<file path="config.mk">
export PLATFORM = sky130hd
export DESIGN_NAME = snake_body_engine_flat
export DESIGN_NICKNAME = d
export VERILOG_FILES = /design/src/rtl/snake_body_engine_if.sv /design/src/rtl/snake_body_engine.sv /design/src/flat_wrapper.sv
export SDC_FILE = /design/constraint.sdc
export NUM_CORES = 1
export LEC_CHECK = 0
export CAP_MARGIN = 20
export CORE_MARGIN = 2
export CORE_UTILIZATION = 55
export DETAILED_ROUTE_END_ITERATION = 7
export GPL_ROUTABILITY_DRIVEN = 1
export PLACE_DENSITY_LB_ADDON = 0.08
export SLEW_MARGIN = 20
export SYNTH_ARGS = -nofsm -noshare
export SYNTH_HDL_FRONTEND = slang
export SYNTH_SLANG_ARGS = --single-unit
</file>
<file path="constraint.sdc">
create_clock -name clk -period 10.05 [get_ports clk]
set_input_delay 2.5125 -clock clk [delete_from_list [all_inputs] [get_ports clk]]
set_output_delay 2.5125 -clock clk [all_outputs]
set_load 0.02 [all_outputs]
</file>
<file path="src/rtl/snake_body_engine_if.sv">
// snake_body_engine_if: move/steer/apple-candidate inputs, scan-pixel query and game status of the snake engine
interface snake_body_engine_if #(
    parameter int LW = 5
);
    logic          tick;
    logic [3:0]    dir_req;
    logic [9:0]    rand_x;
    logic [9:0]    rand_y;
    logic [9:0]    pix_x;
    logic [9:0]    pix_y;
    logic          pix_head;
    logic          pix_body;
    logic          pix_apple;
    logic          pix_wall;
    logic [LW-1:0] length;
    logic [7:0]    score;
    logic          game_over;

    modport master (
        output tick, dir_req, rand_x, rand_y, pix_x, pix_y,
        input  pix_head, pix_body, pix_apple, pix_wall, length, score, game_over
    );

    modport slave (
        input  tick, dir_req, rand_x, rand_y, pix_x, pix_y,
        output pix_head, pix_body, pix_apple, pix_wall, length, score, game_over
    );
endinterface

</file>
<file path="src/rtl/snake_body_engine.sv">
// snake_body_engine: snake body shift register, steering, growth/collision FSM, apple placement and per-pixel cell classifier
module snake_body_engine #(
    parameter int GRID_W    = 40,
    parameter int GRID_H    = 30,
    parameter int CELL_LOG2 = 4,
    parameter int MAX_LEN   = 16,
    parameter int INIT_LEN  = 3
) (
    input logic clk,
    input logic reset,
    snake_body_engine_if.slave bus
);
    localparam int LW = $clog2(MAX_LEN + 1);
    localparam logic [1:0] S_IDLE  = 2'd0;
    localparam logic [1:0] S_RUN   = 2'd1;
    localparam logic [1:0] S_PLACE = 2'd2;
    localparam logic [1:0] S_OVER  = 2'd3;
    localparam logic [3:0] D_L = 4'b0001;
    localparam logic [3:0] D_R = 4'b0010;
    localparam logic [3:0] D_U = 4'b0100;
    localparam logic [3:0] D_D = 4'b1000;
    localparam logic [9:0] X_MAX = 10'(GRID_W - 1);
    localparam logic [9:0] Y_MAX = 10'(GRID_H - 1);

    function automatic logic is_wall(logic [9:0] x, logic [9:0] y);
        return x == '0 || x == X_MAX || y == '0 || y == Y_MAX;
    endfunction

    function automatic logic is_interior(logic [9:0] x, logic [9:0] y);
        return x != '0 && x < X_MAX && y != '0 && y < Y_MAX;
    endfunction

    logic [1:0]    state_q, state_d;
    logic [3:0]    dir_q, dir_d;
    logic [3:0]    last_dir_q, last_dir_d;
    logic [9:0]    seg_x_q [MAX_LEN];
    logic [9:0]    seg_x_d [MAX_LEN];
    logic [9:0]    seg_y_q [MAX_LEN];
    logic [9:0]    seg_y_d [MAX_LEN];
    logic [9:0]    apple_x_q, apple_x_d;
    logic [9:0]    apple_y_q, apple_y_d;
    logic [LW-1:0] len_q, len_d;
    logic [7:0]    score_q, score_d;
    logic [3:0]    flags_q, flags_d;

    logic [3:0] rev;
    logic       dir_ok;
    logic [9:0] nx, ny;
    logic       grow, hit, moving, placed;
    logic [9:0] cx, cy;
    logic       in_grid, on_head, on_body, on_apple, on_wall;

    // Game step: steering, head advance with wall/self collision, growth and apple placement
    always_comb begin
        state_d    = state_q;
        dir_d      = dir_q;
        last_dir_d = last_dir_q;
        seg_x_d    = seg_x_q;
        seg_y_d    = seg_y_q;
        apple_x_d  = apple_x_q;
        apple_y_d  = apple_y_q;
        len_d      = len_q;
        score_d    = score_q;
        rev    = {last_dir_q[2], last_dir_q[3], last_dir_q[0], last_dir_q[1]};
        dir_ok = (bus.dir_req == D_L || bus.dir_req == D_R || bus.dir_req == D_U || bus.dir_req == D_D)
                 && bus.dir_req != rev && state_q != S_OVER;
        nx = dir_q[0] ? seg_x_q[0] - 10'd1 : dir_q[1] ? seg_x_q[0] + 10'd1 : seg_x_q[0];
        ny = dir_q[2] ? seg_y_q[0] - 10'd1 : dir_q[3] ? seg_y_q[0] + 10'd1 : seg_y_q[0];
        grow = state_q == S_RUN && nx == apple_x_q && ny == apple_y_q;
        hit  = is_wall(nx, ny);
        // The tail cell is vacated by the same move unless the snake grows
        for (int k = 1; k < MAX_LEN; k++)
            if (LW'(k) < len_q && (LW'(k) != len_q - 1'b1 || grow) && seg_x_q[k] == nx && seg_y_q[k] == ny)
                hit = 1'b1;
        moving = bus.tick && (state_q == S_RUN || state_q == S_PLACE);
        placed = state_q == S_PLACE && is_interior(bus.rand_x, bus.rand_y)
                 && !(bus.rand_x == seg_x_q[0] && bus.rand_y == seg_y_q[0]);
        if (dir_ok) begin
            dir_d = bus.dir_req;
            if (state_q == S_IDLE)
                state_d = S_RUN;
        end
        if (placed && !(moving && hit)) begin
            apple_x_d = bus.rand_x;
            apple_y_d = bus.rand_y;
            state_d   = S_RUN;
        end
        if (moving && hit) begin
            state_d = S_OVER;
        end else if (moving) begin
            seg_x_d[0] = nx;
            seg_y_d[0] = ny;
            for (int k = 1; k < MAX_LEN; k++) begin
                seg_x_d[k] = seg_x_q[k-1];
                seg_y_d[k] = seg_y_q[k-1];
            end
            last_dir_d = dir_q;
            if (grow) begin
                len_d   = len_q == LW'(MAX_LEN) ? len_q : len_q + 1'b1;
                score_d = score_q == 8'hFF ? score_q : score_q + 8'd1;
                state_d = S_PLACE;
            end
        end
    end

    // Classify the scan pixel's cell with head > body > apple > wall priority
    always_comb begin
        cx       = bus.pix_x >> CELL_LOG2;
        cy       = bus.pix_y >> CELL_LOG2;
        in_grid  = cx <= X_MAX && cy <= Y_MAX;
        on_head  = cx == seg_x_q[0] && cy == seg_y_q[0];
        on_body  = 1'b0;
        for (int k = 1; k < MAX_LEN; k++)
            if (LW'(k) < len_q && cx == seg_x_q[k] && cy == seg_y_q[k])
                on_body = 1'b1;
        on_apple = state_q != S_PLACE && cx == apple_x_q && cy == apple_y_q;
        on_wall  = is_wall(cx, cy);
        flags_d  = !in_grid ? 4'b0000 : on_head ? 4'b1000 : on_body ? 4'b0100 :
                   on_apple ? 4'b0010 : on_wall ? 4'b0001 : 4'b0000;
    end

    // State registers; reset restores the centred, rightward-facing starting snake
    always_ff @(posedge clk) begin
        if (reset) begin
            state_q    <= S_IDLE;
            dir_q      <= D_R;
            last_dir_q <= D_R;
            for (int k = 0; k < MAX_LEN; k++) begin
                seg_x_q[k] <= 10'(GRID_W / 2 - k);
                seg_y_q[k] <= 10'(GRID_H / 2);
            end
            apple_x_q  <= 10'(3 * GRID_W / 4);
            apple_y_q  <= 10'(GRID_H / 2);
            len_q      <= LW'(INIT_LEN);
            score_q    <= 8'd0;
            flags_q    <= 4'b0000;
        end else begin
            state_q    <= state_d;
            dir_q      <= dir_d;
            last_dir_q <= last_dir_d;
            seg_x_q    <= seg_x_d;
            seg_y_q    <= seg_y_d;
            apple_x_q  <= apple_x_d;
            apple_y_q  <= apple_y_d;
            len_q      <= len_d;
            score_q    <= score_d;
            flags_q    <= flags_d;
        end
    end

    assign bus.pix_head  = flags_q[3];
    assign bus.pix_body  = flags_q[2];
    assign bus.pix_apple = flags_q[1];
    assign bus.pix_wall  = flags_q[0];
    assign bus.length    = len_q;
    assign bus.score     = score_q;
    assign bus.game_over = state_q == S_OVER;
endmodule

</file>
<file path="src/flat_wrapper.sv">
// flat-port wrapper written by rule: the top's interface ports become plain ports
module snake_body_engine_flat 
#(
    parameter int GRID_W    = 40,
    parameter int GRID_H    = 30,
    parameter int CELL_LOG2 = 4,
    parameter int MAX_LEN   = 16,
    parameter int INIT_LEN  = 3
)
  (clk, reset, bus_tick, bus_dir_req, bus_rand_x, bus_rand_y, bus_pix_x, bus_pix_y, bus_pix_head, bus_pix_body, bus_pix_apple, bus_pix_wall, bus_length, bus_score, bus_game_over);
  snake_body_engine_if #(.LW($clog2((16) + 1))) bus_i ();
  input logic clk;
  input logic reset;
  input wire logic [$bits(bus_i.tick)-1:0] bus_tick;
  input wire logic [$bits(bus_i.dir_req)-1:0] bus_dir_req;
  input wire logic [$bits(bus_i.rand_x)-1:0] bus_rand_x;
  input wire logic [$bits(bus_i.rand_y)-1:0] bus_rand_y;
  input wire logic [$bits(bus_i.pix_x)-1:0] bus_pix_x;
  input wire logic [$bits(bus_i.pix_y)-1:0] bus_pix_y;
  output wire logic [$bits(bus_i.pix_head)-1:0] bus_pix_head;
  output wire logic [$bits(bus_i.pix_body)-1:0] bus_pix_body;
  output wire logic [$bits(bus_i.pix_apple)-1:0] bus_pix_apple;
  output wire logic [$bits(bus_i.pix_wall)-1:0] bus_pix_wall;
  output wire logic [$bits(bus_i.length)-1:0] bus_length;
  output wire logic [$bits(bus_i.score)-1:0] bus_score;
  output wire logic [$bits(bus_i.game_over)-1:0] bus_game_over;
  assign bus_i.tick = bus_tick;
  assign bus_i.dir_req = bus_dir_req;
  assign bus_i.rand_x = bus_rand_x;
  assign bus_i.rand_y = bus_rand_y;
  assign bus_i.pix_x = bus_pix_x;
  assign bus_i.pix_y = bus_pix_y;
  assign bus_pix_head = bus_i.pix_head;
  assign bus_pix_body = bus_i.pix_body;
  assign bus_pix_apple = bus_i.pix_apple;
  assign bus_pix_wall = bus_i.pix_wall;
  assign bus_length = bus_i.length;
  assign bus_score = bus_i.score;
  assign bus_game_over = bus_i.game_over;
  snake_body_engine #(.GRID_W(GRID_W), .GRID_H(GRID_H), .CELL_LOG2(CELL_LOG2), .MAX_LEN(MAX_LEN), .INIT_LEN(INIT_LEN)) u_core (.clk(clk), .reset(reset), .bus(bus_i));
endmodule
</file>
## After elaboration in Yosys (flattened, before gate mapping)

Cells that the tools add are included.

| operators by class | value |
|---|---|
| magnitude comparators | 19 |
| bitwise gates (word level) | 4 |
| eq/ne operators | 99 |
| reduce and logical (&&, ||, !) cells | 133 |
| add/sub/neg operators | 7 |
| multiplexer cells | 44 |

Operators by type and width:

| cell | number |
|---|---|
| $eq A10 B10 Y1 | 34 |
| $eq A6 B10 Y1 | 34 |
| $logic_and A1 B1 Y1 | 92 |
| $logic_not A10 Y1 | 4 |
| $lt A4 B5 Y1 const A | 8 |
| $mux W10 | 4 |
| $ne A4 B5 Y1 const A | 8 |
| $mux W1 | 31 |
| $logic_or A1 B1 Y1 | 25 |
| $add A10 B1 Y10 const B | 2 |
| $lt A3 B5 Y1 const A | 4 |
| $ne A3 B5 Y1 const A | 4 |
| $reduce_bool A10 Y1 | 2 |
| $sub A10 B1 Y10 const B | 2 |
| $mux W2 | 6 |
| $mux W4 | 3 |
| $eq A10 B5 Y1 const B | 1 |
| $eq A10 B6 Y1 const B | 1 |
| $lt A10 B5 Y1 const B | 1 |
| $lt A10 B6 Y1 const B | 1 |
| $lt A2 B5 Y1 const A | 2 |
| $ne A2 B5 Y1 const A | 2 |
| $add A8 B1 Y8 const B | 1 |
| $eq A8 B8 Y1 const B | 1 |
| other kinds (26) | 33 |

| storage, ports and cells | value |
|---|---|
| bits in registers | 367 |
| output and inout port bits | 18 |

## Logic depth before layout (Yosys ltp)

| depth | value |
|---|---|
| word-level depth | 32 |
| gate-level depth with buffers | 20 |
| mapped depth without buffers | 14 |

## Worst setup path after synthesis

OpenSTA, ideal clock, no wires.

| path | value |
|---|---|
| kind | in2reg |
| from | in bus_pix_x[7] |
| to | reg u_core.flags_q[0] |
| required time | 9.970 ns |
| setup time | 0.080 ns |
| arrival | 4.665 ns |
| slack | 5.306 ns |
| cell stages on the path | 10 |
| cells stage by stage | clkbuf_1 > buf_1 > xnor2_1 > nand4_1 > nor2_1 > a211oi_1 > o311ai_0 > a2111oi_0 > nor3b_1 > nor3b_1 |

| on the way | value |
|---|---|
| longest elaborated chain between the ends | 19 |
| elaborated cells on any way between the ends | 75 |

RTL lines:

| element | RTL line | source |
|---|---|---|
| start, declared | flat_wrapper.sv:18 | `input wire logic [$bits(bus_i.pix_x)-1:0] bus_pix_x;` |
| $eq A6 B10 Y1 | snake_body_engine.sv:114 | `if (LW'(k) < len_q && cx == seg_x_q[k] && cy == seg_y_q[k])` |
| $logic_and A1 B1 Y1 (2 in series) | snake_body_engine.sv:114 |  |
| $mux W1 (15 in series) | snake_body_engine.sv:114 |  |
| $reduce_or A5 Y1 (no line) | - |  |
| end signal, assigned | snake_body_engine.sv:147 | `flags_q <= flags_d;` |
| end, declared | snake_body_engine.sv:44 | `logic [3:0] flags_q, flags_d;` |

Parallel ways exist; a longest one is shown, timed or not.
A chain may end at the register's enable or synchronous reset.

## Worst setup path in the final report

| path | value |
|---|---|
| from | reg u_core.seg_x_q[150] in the netlist's numbering |
| to | reg u_core.seg_x_q[154] in the netlist's numbering |

| on the way | value |
|---|---|
| longest elaborated chain between the ends | 28 |
| elaborated cells on any way between the ends | 105 |

RTL lines:

| element | RTL line | source |
|---|---|---|
| start, declared | snake_body_engine.sv:36 | `logic [9:0] seg_x_q [MAX_LEN];` |
| start signal, assigned by index | snake_body_engine.sv:129 | `seg_x_q[k] <= 10'(GRID_W / 2 - k);` |
| start signal, assigned | snake_body_engine.sv:141 | `seg_x_q <= seg_x_d;` |
| $add A10 B1 Y10 | snake_body_engine.sv:67 | `nx = dir_q[0] ? seg_x_q[0] - 10'd1 : dir_q[1] ? seg_x_q[0] + 10'd1 : seg_x_q[0];` |
| $mux W10 | snake_body_engine.sv:67 |  |
| $mux W10 * | snake_body_engine.sv:67 |  |
| $eq A10 B10 Y1 | snake_body_engine.sv:69 | `grow = state_q == S_RUN && nx == apple_x_q && ny == apple_y_q;` |
| $logic_and A1 B1 Y1 (2 in series) | snake_body_engine.sv:69 |  |
| $logic_or A1 B1 Y1 | snake_body_engine.sv:73 | `if (LW'(k) < len_q && (LW'(k) != len_q - 1'b1 \|\| grow) && seg_x_q[k] == nx && seg_y_q[k] == ny)` |
| $logic_and A1 B1 Y1 (3 in series) | snake_body_engine.sv:73 |  |
| $mux W1 (15 in series) | snake_body_engine.sv:73 |  |
| $logic_and A1 B1 Y1 | snake_body_engine.sv:88 | `if (moving && hit) begin` |
| $not A1 Y1 (no line) | - |  |
| $reduce_and A2 Y1 (no line) | - |  |

Mark *: on every way between the ends. The rest lies on a longest branch, timed or not.

==> flow_summary_export.csv <==
group,metric,value,unit
timing,maxSlewViolCount,0,
clocking,h-tree-depth,2,
critical_path,cp_max_fo,185,
timing,setup_ws,2738,ps
floorplan,fp-row-count,76,
drt,drc_errors,0,
timing,grt_setup_unrepaired,"no",
placed_design,place_congestion,1.042,
yosys,avgSynthCellArea,8.087,sq um
global_routing,grt_use_total,41.41,%
global_routing,use_met1,54.21,%
timing,finalSetupViolCount,0,
timing,hold_violations,0,
critical_path,slowest_stage,"nor4_2",
clocking,cts_resized,0,
power_and_ir_drop,power,3741,uW
floorplan,core,43170,sq um
drt,vias,22697,
global_routing,antenna_found_initial,4,
placed_design,portBuffers,56,
finish,final_area,26440,sq um
timing,fin_skew,33.40,ps
yosys,synthArstFlopShare,0,%
critical_path,path_class,"flip-flop to flip-flop",
drt,wire_per_inst,26.68,microns
placed_design,dp.cells,3449,
yosys,ys_types,96,
finish,fill_cells,3995,
yosys,ys_seq_elements,367,
clocking,tritoncts,"done",
clocking,clk_pin_slew,70,ps
worst_hold_path,hp-class,"flip-flop to flip-flop",
drt,drtIter0Drc,3016,
floorplan,start_util,55.84,%
critical_path,worstSetupStartpointType,"flip-flop",
global_routing,grt_pass1_wl,137.7,mm
drt,ant_nets,0,
status,status,"finished clean",
critical_path,crit_top_cell,"buf_4",
yosys,synth_fp_nets,3044,
global_routing,grt_max_degree,186,
floorplan,die_h,213.4,microns
timing,fin_crit_sh,72.76,%
power_and_ir_drop,power.density,141.5,nW/um^2
drt,drt-total-wl,94.17,mm
floorplan,dieArea,45520,sq um
finish,final_cell_count_no_fill,3529,
yosys,netlist_area,24110,sq um
drt,drtPass1Iterations,7,
clocking,cts_root_buf,"clkbuf_16",
finish,drive_above_1_share,6.456,%
clocking,clock_path_buffers,3,
timing,totalNegativeSetupSlack,0,ps
global_routing,grt_use_met3,10.00,%
power_and_ir_drop,static-leakage-power,0.01013,uW
placed_design,place_ws,3293,ps
finish,nNetsFinal,2973,
critical_path,crit_chain,"buf_4 -> inv_1 -> ha_1 -> and4bb_2 -> a22oi_1 -> buf_4 -> xnor2_2 -> buf_4 -> xnor2_1 -> nor3b_1 -> nand4_1 -> nand3_1 -> o41ai_1 -> nand3_1 -> nor4_2 -> buf_12 -> and3_1 -> o21ai_0",
drt,detail_route.vias_per_cell,6.432,
run,max_cap_viol_count,0,
yosys,synth_edf_count,0,
critical_path,cpPeakStageDelay,830,ps
yosys,ys.warnings.count,0,
power_and_ir_drop,ir_drop,145.5,uV
clocking,clock_latency,590,ps
timing,min_period,7312,ps
global_routing,busiest_layer,"met2",
timing,worst_slew_pin_slew,1294,ps
clocking,cts_buffers,43,
timing,relSlewSlack,13.70,%
global_routing,grt_pass1_vias,20762,
floorplan,fp.dieW,213.4,microns
global_routing,gr-usage-met2,61.03,%
finish,area_growth,9.669,%
clocking,clock-sinks,367,
placed_design,dp_hpwl,64.41,mm
timing,fmax,0.1368,GHz
yosys,ys_seq_area_share,30.48,%
global_routing,overflow,0,
yosys,ys_dominant_reg_cell,"dfxtp_1",
critical_path,cp-end-kind,"flip-flop",
critical_path,crit_arrival,7770,ps
yosys,synthCells,2981,
placed_design,placed_area,24850,sq um
critical_path,crit_required,10510,ps
clocking,cts_hold_buf,0,
floorplan,io_pins,65,
clocking,cts_setup_buffers,0,
[cell usage in the layout (no fill, tap or decap), types with 56 or more instances in the layout]
cell / n
xor2_1: 171
xnor2_1: 329
nand3_1: 150
a21oi_1: 268
dfxtp_1: 367
buf_4: 56
xnor3_1: 74
nand4_1: 87
nor4_1: 80
nor3_1: 56
nand2_1: 664
o21ai_0: 62
[metrics by stage]
step / hold WS (ps) / utilization, %
final: 477.1 / 61.24
after global routing: 500.1 / 61.24
after floorplan: 448.8 / -
after CTS: 476.8 / 61.12
after detailed placement: 468.7 / 57.56
after global placement: 456.6 / 57.56
[cell type report]
| cell class | count | area [sq um] | area share (%) |
|---|---|---|---|
| multi-input cells | 2351 | 15620 | 59.06 |
| flip-flops and latches | 367 | 7347 | 27.79 |
| clock buffers | 60 | 1271 | 4.808 |
| repair buffers | 118 | 1096 | 4.146 |
| well taps | 585 | 732.0 | 2.768 |
| clock inverters | 18 | 265.3 | 1.003 |
| inverters | 29 | 110.1 | 0.4165 |
| diodes | 1 | 2.502 | 0.009465 |
[where the power goes]
group	internal (uW)	switching, uW
logic	185	295
registers	1490	63.2
clock network	1040	671
[synthesized netlist by cell type (all sizes together) (5+ instances only)]
cell type	count	share of area, %
nor2b	7	0.18
o2111ai	8	0.29
nand2	664	10
mux2	5	0.23
and3	19	0.51
o21ai	66	1.4
a211oi	9	0.28
mux2i	11	0.47
or3	32	0.83
o31ai	10	0.31
nand2b	6	0.16
a21oi	269	5.6
nand4	88	2.3
nor4b	5	0.24
nand3b	6	0.19
xnor3	74	6.9
a221oi	7	0.35
buf	125	3.0
nand3	151	3.2
ha	16	0.83
xor2	172	6.3
o211ai	23	0.74
clkbuf	109	1.7
dfxtp	367	30
and2	20	0.52
a31oi	14	0.36
and4	9	0.33
a22oi	9	0.40
nor2	56	0.90
nor3	56	1.2
or4	29	0.92
nor4	89	2.5
inv	28	0.44
or2	5	0.13
a2111oi	11	0.40
xnor2	336	12
o21a	7	0.22
[path summary, 6_finish.rpt]
check / startpoint / to / slack (ps) / cells after the start
min: u_core.last_dir_q[3]$_SDFFE_PP0P_ / u_core.last_dir_q[3]$_SDFFE_PP0P_ / 480 / 2
max reg2reg: u_core.seg_x_q[150]$_SDFFE_PP0P_ / u_core.seg_x_q[154]$_SDFFE_PP1P_ / 2740 / 18
min reg2reg: u_core.last_dir_q[3]$_SDFFE_PP0P_ / u_core.last_dir_q[3]$_SDFFE_PP0P_ / 480 / 2
max: u_core.seg_x_q[150]$_SDFFE_PP0P_ / u_core.seg_x_q[154]$_SDFFE_PP1P_ / 2740 / 18
[routing by layer]
layer | part of all wire [%] | vias up
met1 | 39 | 10909
met4 | 7.9 | 4
met2 | 42 | 1310
li1 | - | 10174
met5 | 0.029 | -
met3 | 10 | 300
[registers in the layout (all words and copies together) (netlist names)]
signal             cells
u_core.flags_q         4
u_core.apple_x_q      10
u_core.bus.length      5
u_core.seg_x_q       160
u_core.seg_y_q       160
u_core.state_q         2
u_core.bus.score       8
u_core.dir_q           4
u_core.apple_y_q      10
u_core.last_dir_q      4
[worst max-delay path: cells and delay by family (launching register included)]
family	cells	cell delay [ps]
AOI/OAI and AO/OA	3	1440
and+or+nand+nor	7	2370
adders and majority gates	1	350
xor gates and xnor gates	2	270
buffers and inverters	5	1890
DFF	1	310
[kinds of logic after synthesis]
family | Yosys count | synth area share, %
buffers and inverters | 263 | 5.122
AOI/OAI and AO/OA | 477 | 12.00
DFF | 367 | 30.48
muxes | 16 | 0.7058
xor gates and xnor gates | 582 | 25.66
and+or+nand+nor | 1260 | 25.20
adders and majority gates | 16 | 0.8304
Power figures use the tool's default switching activity.
==> edit, RTL diff (config.mk and constraints unchanged) <==
Make the reset (`reset`) asynchronous in one clocked block.
--- a/src/rtl/snake_body_engine.sv
+++ b/src/rtl/snake_body_engine.sv
@@ -122,3 +122,3 @@
     // State registers; reset restores the centred, rightward-facing starting snake
-    always_ff @(posedge clk) begin
+    always_ff @(posedge clk or posedge reset) begin
         if (reset) begin
Function: differs if reset is asserted again (counterexample within 4 cycles, from zero or initial values and one cycle with reset high); with reset held inactive, the same outputs for 4 cycles.
==> edit against the unedited design <==
The run now ends with DRC left. Sequential cell count is the same. Critical path depth shrank 3. Maximum frequency shrank 1.5%. Area after synthesis grew 8.0%. Global-route usage shrank 2.3 points. Highest routed layer unchanged. Sequential share of layout area grew 4.7 points. Setup slack lost 0.11 ns. Critical path type unchanged. Final area grew 8.6%. Clock skew grew 0.0029 ns. Non-clock buffer count grew 5. Routed wire length grew 1.7%.
Power is not compared: it rests on default switching activity, and its combinational part moved more than twofold at a synthesized area within 25%.
==> edit: results (changes against the unedited design) <==
- Clock-cell share: 5.42% (was 5.81%)
- Post-synthesis adder-cell area fraction: 0.769% (was 0.830%)
- DR iter-0 viols: 2056 (was 3016)
- Post-synthesis sequential area ratio: 35.8% (was 30.5%)
- Reg2reg end: u_core.seg_x_q[128]$_DFFE_PP0P_ (was u_core.seg_x_q[154]$_SDFFE_PP1P_)
- Top cells by instance count after synthesis: xnor2_1 (345), dfrtp_1 (254), mux2_4 (227) (was nand2_1 (664), dfxtp_1 (367), xnor2_1 (332))
- Fill cells: 3790 (was 3995)
- Syn avg cell area: 11.5 µm² (was 8.09 µm²)
- Yosys cell types: 97 (was 96)
- Non-clock buffer instance count of the final layout: 123 (was 118)
- Asr flop ratio synth: 100% (was 0%)
- Number of global-route vias before repair: 19500 (was 20800)
- GR Util met1: 48.8% (was 54.2%)
- Flop-to-flop setup slack: 2.63 ns (was 2.74 ns)
- First-pass GRT wire length: 138000 µm (about the same)
- Worst skew pair latency: 0.61 ns (was 0.59 ns)
- Sequential Area: 9330 µm² (was 7350 µm²)
- ANT cells: 0 (was 1)
- Slowest CP cell: nor4_1 (was nor4_2)
- CP startpoint: u_core.seg_y_q[150]$_DFFE_PP1P_ (was u_core.seg_x_q[150]$_SDFFE_PP0P_)
- DRC Markers: 1 (was 0)
- Comb_multi_in: 1723 (was 2351)
- Met3 WL: 7870 µm (was 9850 µm)
- Worst r2r path cells: 15 (was 18)
- Multiplexer share of the synthesized area: 16.9% (was 0.706%)
- Max_slew headroom: 16.7% (was 13.7%)
- Max FO, Critical Path: 50 (was 185)
- Clock skew: 0.0363 ns (was 0.0334 ns)
- Failing checks: DRC
- Status: finished, violations left (was finished clean)
- Met3 Usage GRT: 7.49% (was 10.0%)
- WL met2: 42800 µm (was 39800 µm)
- Synth Area in XOR/XNOR: 23.9% (was 25.7%)
==> edit: changes by cell type after synthesis, moves of 112 or more <==
cell	unedited run	this run
nand2_1	664	68
mux2_4	0	227
dfrtp_1	0	254
a21oi_1	268	40
dfxtp_1	367	0
nand3_1	150	38
dfstp_2	0	113
==> edit: per-stage QoR <==
step	hold slack, ns	worst slack, ns	total power, mW	instance area, µm²	util [%]
2_1_floorplan	0.470	2.71	7.39	26000	-
3_3_place_gp	0.482	2.96	9.03	27100	58.2
3_5_place_dp	0.489	2.80	9.17	27100	58.2
4_1_cts	0.497	2.96	10.9	28700	61.5
5_1_grt	0.515	2.71	11.5	28700	61.6
6_report	0.493	2.63	11.0	28700	61.6
==> edit: worst max-delay path: cells and delay by family, from the launching register on <==
family	cells	cell delay (ns)
AO/OA/AOI/OAI	3	1.15
XOR/XNOR	1	0.15
adder cells (fa/ha/maj)	1	0.65
AND/OR/NAND/NOR	5	2.53
buffers and inverters	3	1.37
flip-flops	1	0.51
multiplexers	2	0.85
